**src/rtl/regs_file.sv**
```systemverilog
// regs_file: X, Y and stack-pointer register slice on the special bus SB.
// Two internal phases (PHI1/PHI2) alternate every CLK; strobes act only in PHI1.
// Optional macro REGS_BUSERR_EN enables sticky control-conflict detection on BUS_ERR.

module regs_file (
   input  logic       CLK,
   input  logic       RES,
   input  logic       Y_SB,
   input  logic       X_SB,
   input  logic       S_SB,
   input  logic       SB_X,
   input  logic       SB_Y,
   input  logic       SB_S,
   input  logic       S_S,
   input  logic       S_ADL,
   input  logic [7:0] SB_IN,
   output logic [7:0] SB_OUT,
   output logic       SB_DRV,
   output logic [7:0] ADL_OUT,
   output logic       ADL_DRV,
   output logic       PHI1,
   output logic       PHI2,
   output logic       BUS_ERR
);

   localparam int unsigned W = 8;

   logic         ph_q;
   logic [W-1:0] x_q;
   logic [W-1:0] y_q;
   logic [W-1:0] sin_q;
   logic [W-1:0] sout_q;

   logic         phi1;
   logic [W-1:0] sb_mask;
   logic [W-1:0] sbv;

   assign phi1 = ~ph_q;
   assign PHI1 = phi1;
   assign PHI2 = ph_q;

   // Wired-AND of every selected register onto SB; all-ones when nothing drives.
   always_comb begin
      sb_mask = {W{1'b1}};
      SB_DRV  = 1'b0;
      if (phi1) begin
         SB_DRV = Y_SB | X_SB | S_SB;
         if (Y_SB) sb_mask = sb_mask & y_q;
         if (X_SB) sb_mask = sb_mask & x_q;
         if (S_SB) sb_mask = sb_mask & sout_q;
      end
   end

   assign SB_OUT = sb_mask;

   // Effective bus value seen by loads; uses pre-edge register state only.
   assign sbv = SB_IN & sb_mask;

   // Stack pointer onto ADL during PHI1 when requested.
   always_comb begin
      ADL_DRV = 1'b0;
      ADL_OUT = {W{1'b0}};
      if (phi1 && S_ADL) begin
         ADL_DRV = 1'b1;
         ADL_OUT = sout_q;
      end
   end

   // Phase toggle and register loads; PHI1 edge loads from SB, PHI2 edge moves SIN to SOUT.
   always_ff @(posedge CLK) begin
      if (RES) begin
         ph_q   <= 1'b0;
         x_q    <= {W{1'b0}};
         y_q    <= {W{1'b0}};
         sin_q  <= {W{1'b0}};
         sout_q <= {W{1'b0}};
      end else begin
         ph_q <= ~ph_q;
         if (phi1) begin
            if (SB_X) x_q <= sbv;
            if (SB_Y) y_q <= sbv;
            if (SB_S)     sin_q <= sbv;
            else if (S_S) sin_q <= sout_q;
         end else begin
            sout_q <= sin_q;
         end
      end
   end

`ifdef REGS_BUSERR_EN
   logic bus_err_q;
   logic conflict;

   // Two readers on SB at once, or SIN loaded from both SB and SOUT.
   assign conflict = phi1 & ((SB_S & S_S) |
                             (Y_SB & X_SB) | (Y_SB & S_SB) | (X_SB & S_SB));

   // Sticky conflict flag, cleared only by reset.
   always_ff @(posedge CLK) begin
      if (RES) bus_err_q <= 1'b0;
      else if (conflict) bus_err_q <= 1'b1;
   end

   assign BUS_ERR = bus_err_q;
`else
   assign BUS_ERR = 1'b0;
`endif

endmodule

```
**config.mk**
```make
export PLATFORM = sky130hd
export DESIGN_NAME = regs_file
export DESIGN_NICKNAME = d
export VERILOG_FILES = /design/src/rtl/regs_file.sv
export SDC_FILE = /design/constraint.sdc
export NUM_CORES = 1
export LEC_CHECK = 0
export ABC_AREA = 1
export CAP_MARGIN = 20
export CORE_MARGIN = 8
export CORE_UTILIZATION = 43
export DETAILED_ROUTE_END_ITERATION = 12
export PLACE_DENSITY = 0.76
export SLEW_MARGIN = 20
export SYNTH_ARGS = -nofsm -noshare
export SYNTH_HDL_FRONTEND = slang
export SYNTH_SLANG_ARGS = --single-unit
```
**constraint.sdc**
```tcl
create_clock -name CLK -period 1 [get_ports CLK]
set_input_delay 0.1 -clock CLK [delete_from_list [all_inputs] [get_ports CLK]]
set_output_delay 0.1 -clock CLK [all_outputs]
set_load 0.01 [all_outputs]
```
After elaboration in Yosys (flattened, before gate mapping)

Index checks and enable logic that the tools add are counted.

Mux-type cells: 11
Bitwise gates (word level): 6
Reduce and logical (&&, ||, !) cells: 5

Operators by type and width:

| cell                | count |
|---|---|
| 8-bit 2-to-1 mux    | 9 |
| 8-bit AND           | 3 |
| 2-bit AND reduction | 3 |
| 1-bit 2-to-1 mux    | 2 |
| 1-bit OR            | 2 |
| 2-bit nonzero test  | 1 |
| 1-bit logical AND   | 1 |
| 1-bit NOT           | 1 |

Flip-flop bits (word level): 33
Bits of input ports: 18
Output and inout port bits: 21

Logic depth before layout (Yosys ltp)

Gate-level depths: netlist (run 1).

Depth in word-level cells: 10
Depth in mapped cells: 6

Worst setup path before layout (run 1)

Ideal clock, no wire load.

Kind: register to output
Start point: register ph_q, in the netlist PHI2
End point: output ADL_OUT[0]
Arrival time: 0.998 ns
Data required time: 0.900 ns
Setup slack: -0.098 ns
Stages on the path, launching flop included: 5
Buffers on the path: 1
Path through: dfxtp_1 > inv_2 > buf_4 > nand2_2 > nor2_1

Cells in the longest elaborated chain, start to end: 3

RTL lines:

| item                       | line | source |
|---|---|---|
| start: declaration         | 28   | `logic ph_q;` |
| start signal: assignment   | 78   | `ph_q <= ~ph_q;` |
| 1-bit NOT (no source line) | n/a  |  |
| named net PHI1             | 21   | `output logic PHI1,` |
| 1-bit logical AND          | 63   | `if (phi1 && S_ADL) begin` |
| 8-bit 2-to-1 mux           | 63   |  |
| end: declaration           | 19   | `output logic [7:0] ADL_OUT,` |

The timed path passes the listed nets, and every way through them passes these cells.

Worst setup path after layout (run 1)

Start point: register ph_q, in the netlist PHI2
End point: output SB_OUT[3]

Cells in the longest elaborated chain, start to end: 1

RTL lines:

| item             | line | source |
|---|---|---|
| 8-bit 2-to-1 mux | 46   | `if (phi1) begin` |
| end: declaration | 17   | `output logic [7:0] SB_OUT,` |

No other way between the ends.

==> metrics.log, run 1 <==
[metrics] number of different library cells in the post-synthesis netlist: 16
[metrics] top achievable clock speed: 811.4 MHz
[metrics] arrival time at the worst endpoint: 1.13 ns
[metrics] leakage power of the design: about 1.1 nW
[metrics] Post-Synthesis Cell Area: 0.001539 mm2
[metrics] count of nets after finishing: 318
[metrics] clock network fraction of design power: 0.224
[metrics] vias after detailed routing: 1811
[metrics] number of nets still failing antenna checks after routing: 0
[metrics] Die Ht: ~76 um
[metrics] Internal: 2.111 mW
[metrics] Worst Setup End Kind: output pin
[metrics] cell area power density: 1207 mW/mm2
[metrics] worst hold-check path type: input pin to flip-flop
[metrics] total wire length after detailed routing: 5.135 mm
[metrics] clock latency on the worst-skew pair: 0.34 ns
[metrics] Post-Synthesis Net Count: 246
[metrics] maximum clock skew at final layout: roughly 0.013 ns
[metrics] number of warning messages in the yosys log: 0
[metrics] max-cap violation count: 0
[metrics] delay contributed by the slowest stage of the critical path: 0.40 ns
[metrics] fraction of layout instances using a drive strength above 1: 0.4247
[metrics] vias in the first global route: 1842
[metrics] clock slew at reported path FFs: ~0.1 ns
[metrics] DRC viols: 0
[metrics] register-to-register setup slack: -0.13 ns
[metrics] Non-Filler Cell Area, Final: ~0.0026 mm2
[metrics] failing checks: negative setup slack
[metrics] 1st-pass router iterations: 4
[metrics] cell-by-cell listing of the critical path: clkinv_8 -> buf_8 -> nand2_4 -> buf_6
[metrics] Max FO, Critical Path: 6
[metrics] via count normalized by instance count: 5.249
[metrics] largest net degree at the start of global routing: 25
[metrics] worst ir drop on vdd: roughly 920 uV
[metrics] data required time at the worst endpoint: 0.90 ns
[metrics] Area after DPL: 0.002208 mm2
[metrics] commonest non-fill, non-tap cells in the layout: nand2_1 (44), a21oi_1 (34), buf_4 (30), inv_1 (26), dfxtp_1 (25)
[metrics] mean post-synth cell area: 6.750 um2
[metrics] metal3 WL: roughly 360 um
[metrics] TritonCTS buffer count: 5
[metrics] share of the clock period used by the worst path: 1.232
[metrics] grt ovf: 0
[metrics] Power, Total: 3.108 mW
[metrics] final sum of negative setup slack: -6.484 ns
[metrics] top routing layer in use: met4
[metrics] number of buffers between clock root and the deepest sink: 2
[metrics] starting utilization of the core area: 0.4540
[metrics] unrepaired setup endpoints after global routing: true
[metrics] commonest non-fill, non-tap cell in the layout: nand2_1
[metrics] weighted congestion at the end of routability-driven global placement: a little under 0.9
[metrics] post-layout min period: around 1.2 ns
[metrics] share of power burned in registers: 0.470
[metrics] kind of critical path: flip-flop to output pin
[metrics] number of hold-slack violations in the final timing report: 0
[metrics] Total Routing Usage GR: 0.1865
[metrics] Switching Power: 0.9966 mW
[metrics] Crit-path slowest cell: dfxtp_4
[metrics] Die Outline Area: 0.005749 mm2
[metrics] Placement Setup Slack: -0.6545 ns
[metrics] Final Setup Violations: 52
[metrics] hold slack final: 0.3837 ns
[metrics] #FFs+latches synth: 33
[metrics] portion of the post-synthesis area used by sequential elements: 0.4293
[metrics] switching power as a share of total power: 0.3207
[metrics] worst-case setup margin in the final layout: -0.2325 ns
[metrics] clock tree from TritonCTS: done
[metrics] DR WL/cell: 14.88 um
[metrics] Core Region: 0.003390 mm2
[metrics] Mapped Cells: 228
[metrics] cell count after placement: between 300 and 400
[metrics] Port Buf Inserts: 37
[metrics] final slew viol count: 0
[metrics] HPWL after detailed placement: 3.319 mm
[metrics] drt initial violations: 93
[metrics] count of non-filler cells in the finished layout: between 300 and 400
[metrics] initial antenna violation count: 0
[metrics] run status: complete, but fails checks
[metrics] clock sink count: 33
[metrics] met2 routed wirelength: ~2.5 mm
[metrics] number of cell rows: 21
[metrics] die outline width: 75.83 um
[metrics] kind of launch point of the worst setup path: flip-flop
[metrics] boundary pin count: 39
[metrics] Post-Route M1 WL: about 2.2 mm
[metrics] cell chosen for the clock root: clkbuf_4
[metrics] wire length of the first global-routing pass: 8.204 mm
[metrics] kind of cell adding the most delay to the critical path: flip-flops
[metrics] Critical path buffers and inverters: 3
[metrics] final antenna diode count: 0
[metrics] logic gate share of total power: 0.306
[metrics] area added between synthesis and finish: 67.32%
[metrics] CTS H-tree depth: 2
[metrics] final standard cell utilization of the core: 0.7597
## kinds of logic (layout without fill, tap and decap cells)
group                  count (synthesis)  in the layout  synth area share
AND/OR/NAND/NOR                       86             87            0.2285
AO/OA/AOI/OAI                         65             65            0.2187
other                                  1              1          0.002437
flip-flops                            33             33            0.4293
buffers and inverters                 43            113            0.1211
## power by group through the flow
stage          combinational (mW)  sequential (mW)  clock, mW
2_1_floorplan               0.361             1.47          0
3_3_place_gp                0.730             1.47          0
3_5_place_dp                0.739             1.48          0
4_1_cts                     0.880             1.45      0.707
5_1_grt                      1.03             1.47      0.751
6_report                    0.951             1.46      0.697
## Yosys cell counts
cell	instances	area, um2
conb_1	1	3.750
o21ai_4	1	16.27
nand2_2	1	6.260
inv_2	2	7.510
inv_1	29	108.9
o21ai_0	14	70.07
nor2_1	10	37.54
a21oi_1	40	200.2
buf_4	4	30.03
nor3_1	1	5.000
o21ai_1	10	50.05
nand2_1	56	210.2
dfxtp_1	33	660.6
nand3_1	16	80.08
nor2_2	2	12.51
buf_2	8	40.04
## final timing paths
kind,start,to,cells past startpoint
setup / recovery,PHI2,SB_OUT[3],4
hold / removal,SB_IN[4],y_q[4],3
setup reg to reg,PHI2,sin_q[2],6
hold reg to reg,sin_q[3],sout_q[3],2
## state kept, by name, indices dropped and copies added (netlist names)
signal / cells
sin_q: 8
PHI2: 1
y_q: 8
sout_q: 8
x_q: 8
## final cells by class
class                   instances  area [um2]
clock buffers                   5       37.54
clock inverters                 1       5.005
fillers                       243       814.5
inverters                      31       131.4
multi-input cells             153       948.4
flip-flops and latches         33       673.1
well taps                      46       57.56
repair buffers                 76       721.9
## worst register-to-register path, delay by kind of cell (launching register included)
kind,cells,cell delay [ns]
flops,1,0.40
buf+inv,3,0.35
compound gates,3,0.29
## layer usage
metal  GRT usage  up-vias
met2      0.3118       59
met1      0.2209      864
met3     0.05000       11
li1            -      877
met5           0        -
met4     0.07036        0
## timing repair
action                                  in CTS  in global routing
pin swaps                                   10                  9
resized for setup                          149                 34
setup buffers                                6                  2
hold buffers                                 0                  0
cloned                                       1                  0
hold endpoints to repair                     0                  0
endpoints found under the setup margin      44                 53
No activity file was read; power rests on OpenSTA's default activity.
==> inputs of run 2 (changes only) <==
--- a/config.mk
+++ b/config.mk
@@ -7,10 +7,10 @@
 export LEC_CHECK = 0
 export ABC_AREA = 1
 export CAP_MARGIN = 20
-export CORE_MARGIN = 8
-export CORE_UTILIZATION = 43
+export CORE_MARGIN = 5
+export CORE_UTILIZATION = 48
 export DETAILED_ROUTE_END_ITERATION = 12
-export PLACE_DENSITY = 0.76
+export PLACE_DENSITY = 0.8
 export SLEW_MARGIN = 20
 export SYNTH_ARGS = -nofsm -noshare
 export SYNTH_HDL_FRONTEND = slang
==> constraint.sdc (replaced) <==
create_clock -name CLK -period 1.4 [get_ports CLK]
set_input_delay 0.14 -clock CLK [delete_from_list [all_inputs] [get_ports CLK]]
set_output_delay 0.14 -clock CLK [all_outputs]
set_load 0.01 [all_outputs]
==> run 2 against run 1 <==
The run now ends clean. Sequential power is 29% lower. Critical path depth is the same. Clock power down 11%. Utilization fell by 7.1 points. Clock skew fell by 0.011 ns. Non-clock buffer count shrank 21. Register-to-register slack better by 0.25 ns. Critical path type unchanged. Largest power group unchanged.
==> metrics.log, run 2 (synthesis results as in run 1) <==
[metrics] Die Ht: 66.63 um (-12%)
[metrics] area added between synthesis and finish: 36.67%
[metrics] max-cap violation count: 0 (unchanged)
[metrics] worst ir drop on vdd: 610.6 uV (-33%)
[metrics] Area after DPL: 0.002052 mm2 (-7.1%)
[metrics] share of the clock period used by the worst path: 0.9546
[metrics] Internal: 1.509 mW (-29%)
[metrics] CTS Hold Buffers Added: 0 (unchanged)
[metrics] largest net degree at the start of global routing: 25 (unchanged)
[metrics] Switching Power: 0.6196 mW (-38%)
[metrics] Worst Setup End Kind: output pin
[metrics] count of nets after finishing: 296 (-6.9%)
[metrics] logic gate share of total power: 0.221 (-0.085)
[metrics] weighted congestion at the end of routability-driven global placement: 0.8744 (-1.8%)
[metrics] switching power as a share of total power: 0.2912 (-0.02951)
[metrics] run status: completed
[metrics] Critical path buffers and inverters: 2 (-1)
[metrics] DRC viols: 0 (unchanged)
[metrics] clock sink count: 33 (unchanged)
[metrics] initial antenna violation count: 0 (unchanged)
[metrics] Port Buf Inserts: 37 (unchanged)
[metrics] arrival time at the worst endpoint: 1.20 ns (+0.07 ns)
[metrics] Final Setup Violations: 0 (-100%)
[metrics] leakage power of the design: 0.9352 nW (-16%)
[metrics] number of buffers between clock root and the deepest sink: 2 (unchanged)
[metrics] final sum of negative setup slack: 0 ns (+6.484 ns)
[metrics] number of hold-slack violations in the final timing report: 0 (unchanged)
[metrics] kind of launch point of the worst setup path: flip-flop
[metrics] fraction of layout instances using a drive strength above 1: 0.2151 (-0.2097)
[metrics] cell area power density: 1012 mW/mm2 (-16%)
[metrics] die outline width: 66.63 um (-12%)
[metrics] commonest non-fill, non-tap cell in the layout: nand2_1
[metrics] Core Region: 0.003053 mm2 (-9.9%)
[metrics] Non-Filler Cell Area, Final: 0.002103 mm2 (-18%)
[metrics] HPWL after detailed placement: 3.015 mm (-9.2%)
[metrics] number of cell rows: 20 (-4.8%)
[metrics] maximum clock skew at final layout: 0.002811 ns (-0.01063 ns)
[metrics] kind of cell adding the most delay to the critical path: flip-flops
[metrics] top achievable clock speed: 748.2 MHz
[metrics] data required time at the worst endpoint: 1.26 ns (+0.36 ns)
[metrics] 1st-pass router iterations: 4 (unchanged)
[metrics] vias in the first global route: 1453 (-21%)
[metrics] Power, Total: 2.128 mW (-32%)
[metrics] DR WL/cell: 12.99 um (-13%)
[metrics] clock network fraction of design power: 0.292 (+0.068)
[metrics] cell-by-cell listing of the critical path: inv_4 -> nand2_8 -> nor2_2 -> clkdlybuf4s15_2
[metrics] drt initial violations: 120 (+29%)
[metrics] starting utilization of the core area: 0.5041 (+0.05006)
[metrics] total wire length after detailed routing: 4.195 mm (-18%)
[metrics] clock slew at reported path FFs: 0.10 ns (about the same)
[metrics] via count normalized by instance count: 5.065 (-3.5%)
[metrics] share of power burned in registers: 0.488 (+0.018)
[metrics] TritonCTS buffer count: 5 (unchanged)
[metrics] vias after detailed routing: 1636 (-9.7%)
[metrics] number of nets still failing antenna checks after routing: 0 (unchanged)
[metrics] boundary pin count: 39 (unchanged)
[metrics] final antenna diode count: 0 (unchanged)
[metrics] delay contributed by the slowest stage of the critical path: 0.35 ns (-0.05 ns)
[metrics] Total Routing Usage GR: 0.1994 (+0.01294)
[metrics] post-layout min period: 1.337 ns
[metrics] cell chosen for the clock root: clkbuf_4
[metrics] grt ovf: 0 (unchanged)
[metrics] Die Outline Area: 0.004439 mm2 (-23%)
[metrics] CTS H-tree depth: 2 (unchanged)
[metrics] commonest non-fill, non-tap cells in the layout: nand2_1 (56), a21oi_1 (40), inv_1 (29), dfxtp_1 (25), nand3_1 (16)
[metrics] hold slack final: 0.4148 ns (+0.03110 ns)
[metrics] Crit-path slowest cell: dfxtp_2
[metrics] Max FO, Critical Path: 9 (+3)
[metrics] wire length of the first global-routing pass: 6.706 mm (-18%)
[metrics] kind of critical path: flip-flop to output pin
[metrics] clock latency on the worst-skew pair: 0.33 ns (about the same)
[metrics] worst hold-check path type: input pin to flip-flop
[metrics] clock tree from TritonCTS: done
[metrics] final slew viol count: 0 (unchanged)
## run 2: cell count changes in the layout (fill, tap and decap cells not counted), sizes merged
cell,change
clkdlybuf4s15,+2
clkdlybuf4s50,-1
buf,-37
inv,+1
dlygate4sd2,+4
clkinv,-1
nand2,-1
clkbuf,+13
## run 2: per-layer routing
metal | vias to the layer above | track usage | routed length, um
li1 | 827 | - | -
met1 | 742 | 0.2636 | 1963
met2 | 59 | 0.3119 | 1887
met3 | 8 | 0.06071 | 285
met4 | 0 | 0.05584 | 59
met5 | - | 0 | 0
## run 2: final timing paths
path / endpoint / depth (start not counted) / slack (ns) / startpoint
max reg2reg: x_q[3] / 6 / 0.12 / PHI2
min reg2reg: sout_q[7] / 2 / 0.46 / sin_q[7]
min: sin_q[0] / 3 / 0.41 / SB_IN[0]
max: ADL_OUT[3] / 4 / 0.06 / PHI2
## run 2: area by class of cell
type	instances	area, um2
multi-input combinational	152	718.2
timing repair buffer	55	470.5
clock inverter	1	5.005
tap	44	55.05
inverter	31	118.9
clock buffer	7	65.06
sequential	33	670.6
fill	292	949.7
## run 2: power by group through the flow
stage          Sequential (mW)  Clock, mW  Combinational [mW]
4_1_cts                   1.04      0.620               0.469
6_report                  1.04      0.621               0.469
5_1_grt                   1.05      0.681               0.517
3_3_place_gp              1.05          0               0.477
3_5_place_dp              1.06          0               0.483
2_1_floorplan             1.05          0               0.250
## run 2: through the flow
stage / setup slack (ns) / std cells / utilization
2_1_floorplan: 0.2620 / 228 / -
3_3_place_gp: -0.3155 / 313 / 0.6721
3_5_place_dp: -0.3482 / 313 / 0.6721
4_1_cts: -0.006321 / 321 / 0.6963
5_1_grt: -0.0006567 / 323 / 0.6889
6_report: 0.06350 / 323 / 0.6889
## run 2: tightest hold or removal path: stages
cell and delay, ns:
clkdlybuf4s50_1 0.42, nand3_1 0.09, a21oi_1 0.05
## run 2: repair_timing
action / CTS / global route
endpoints found under the hold margin: 0 / 0
setup buffers: 0 / 2
setup endpoints to repair: 20 / 19
gates cloned: 0 / 0
resized for setup: 44 / 34
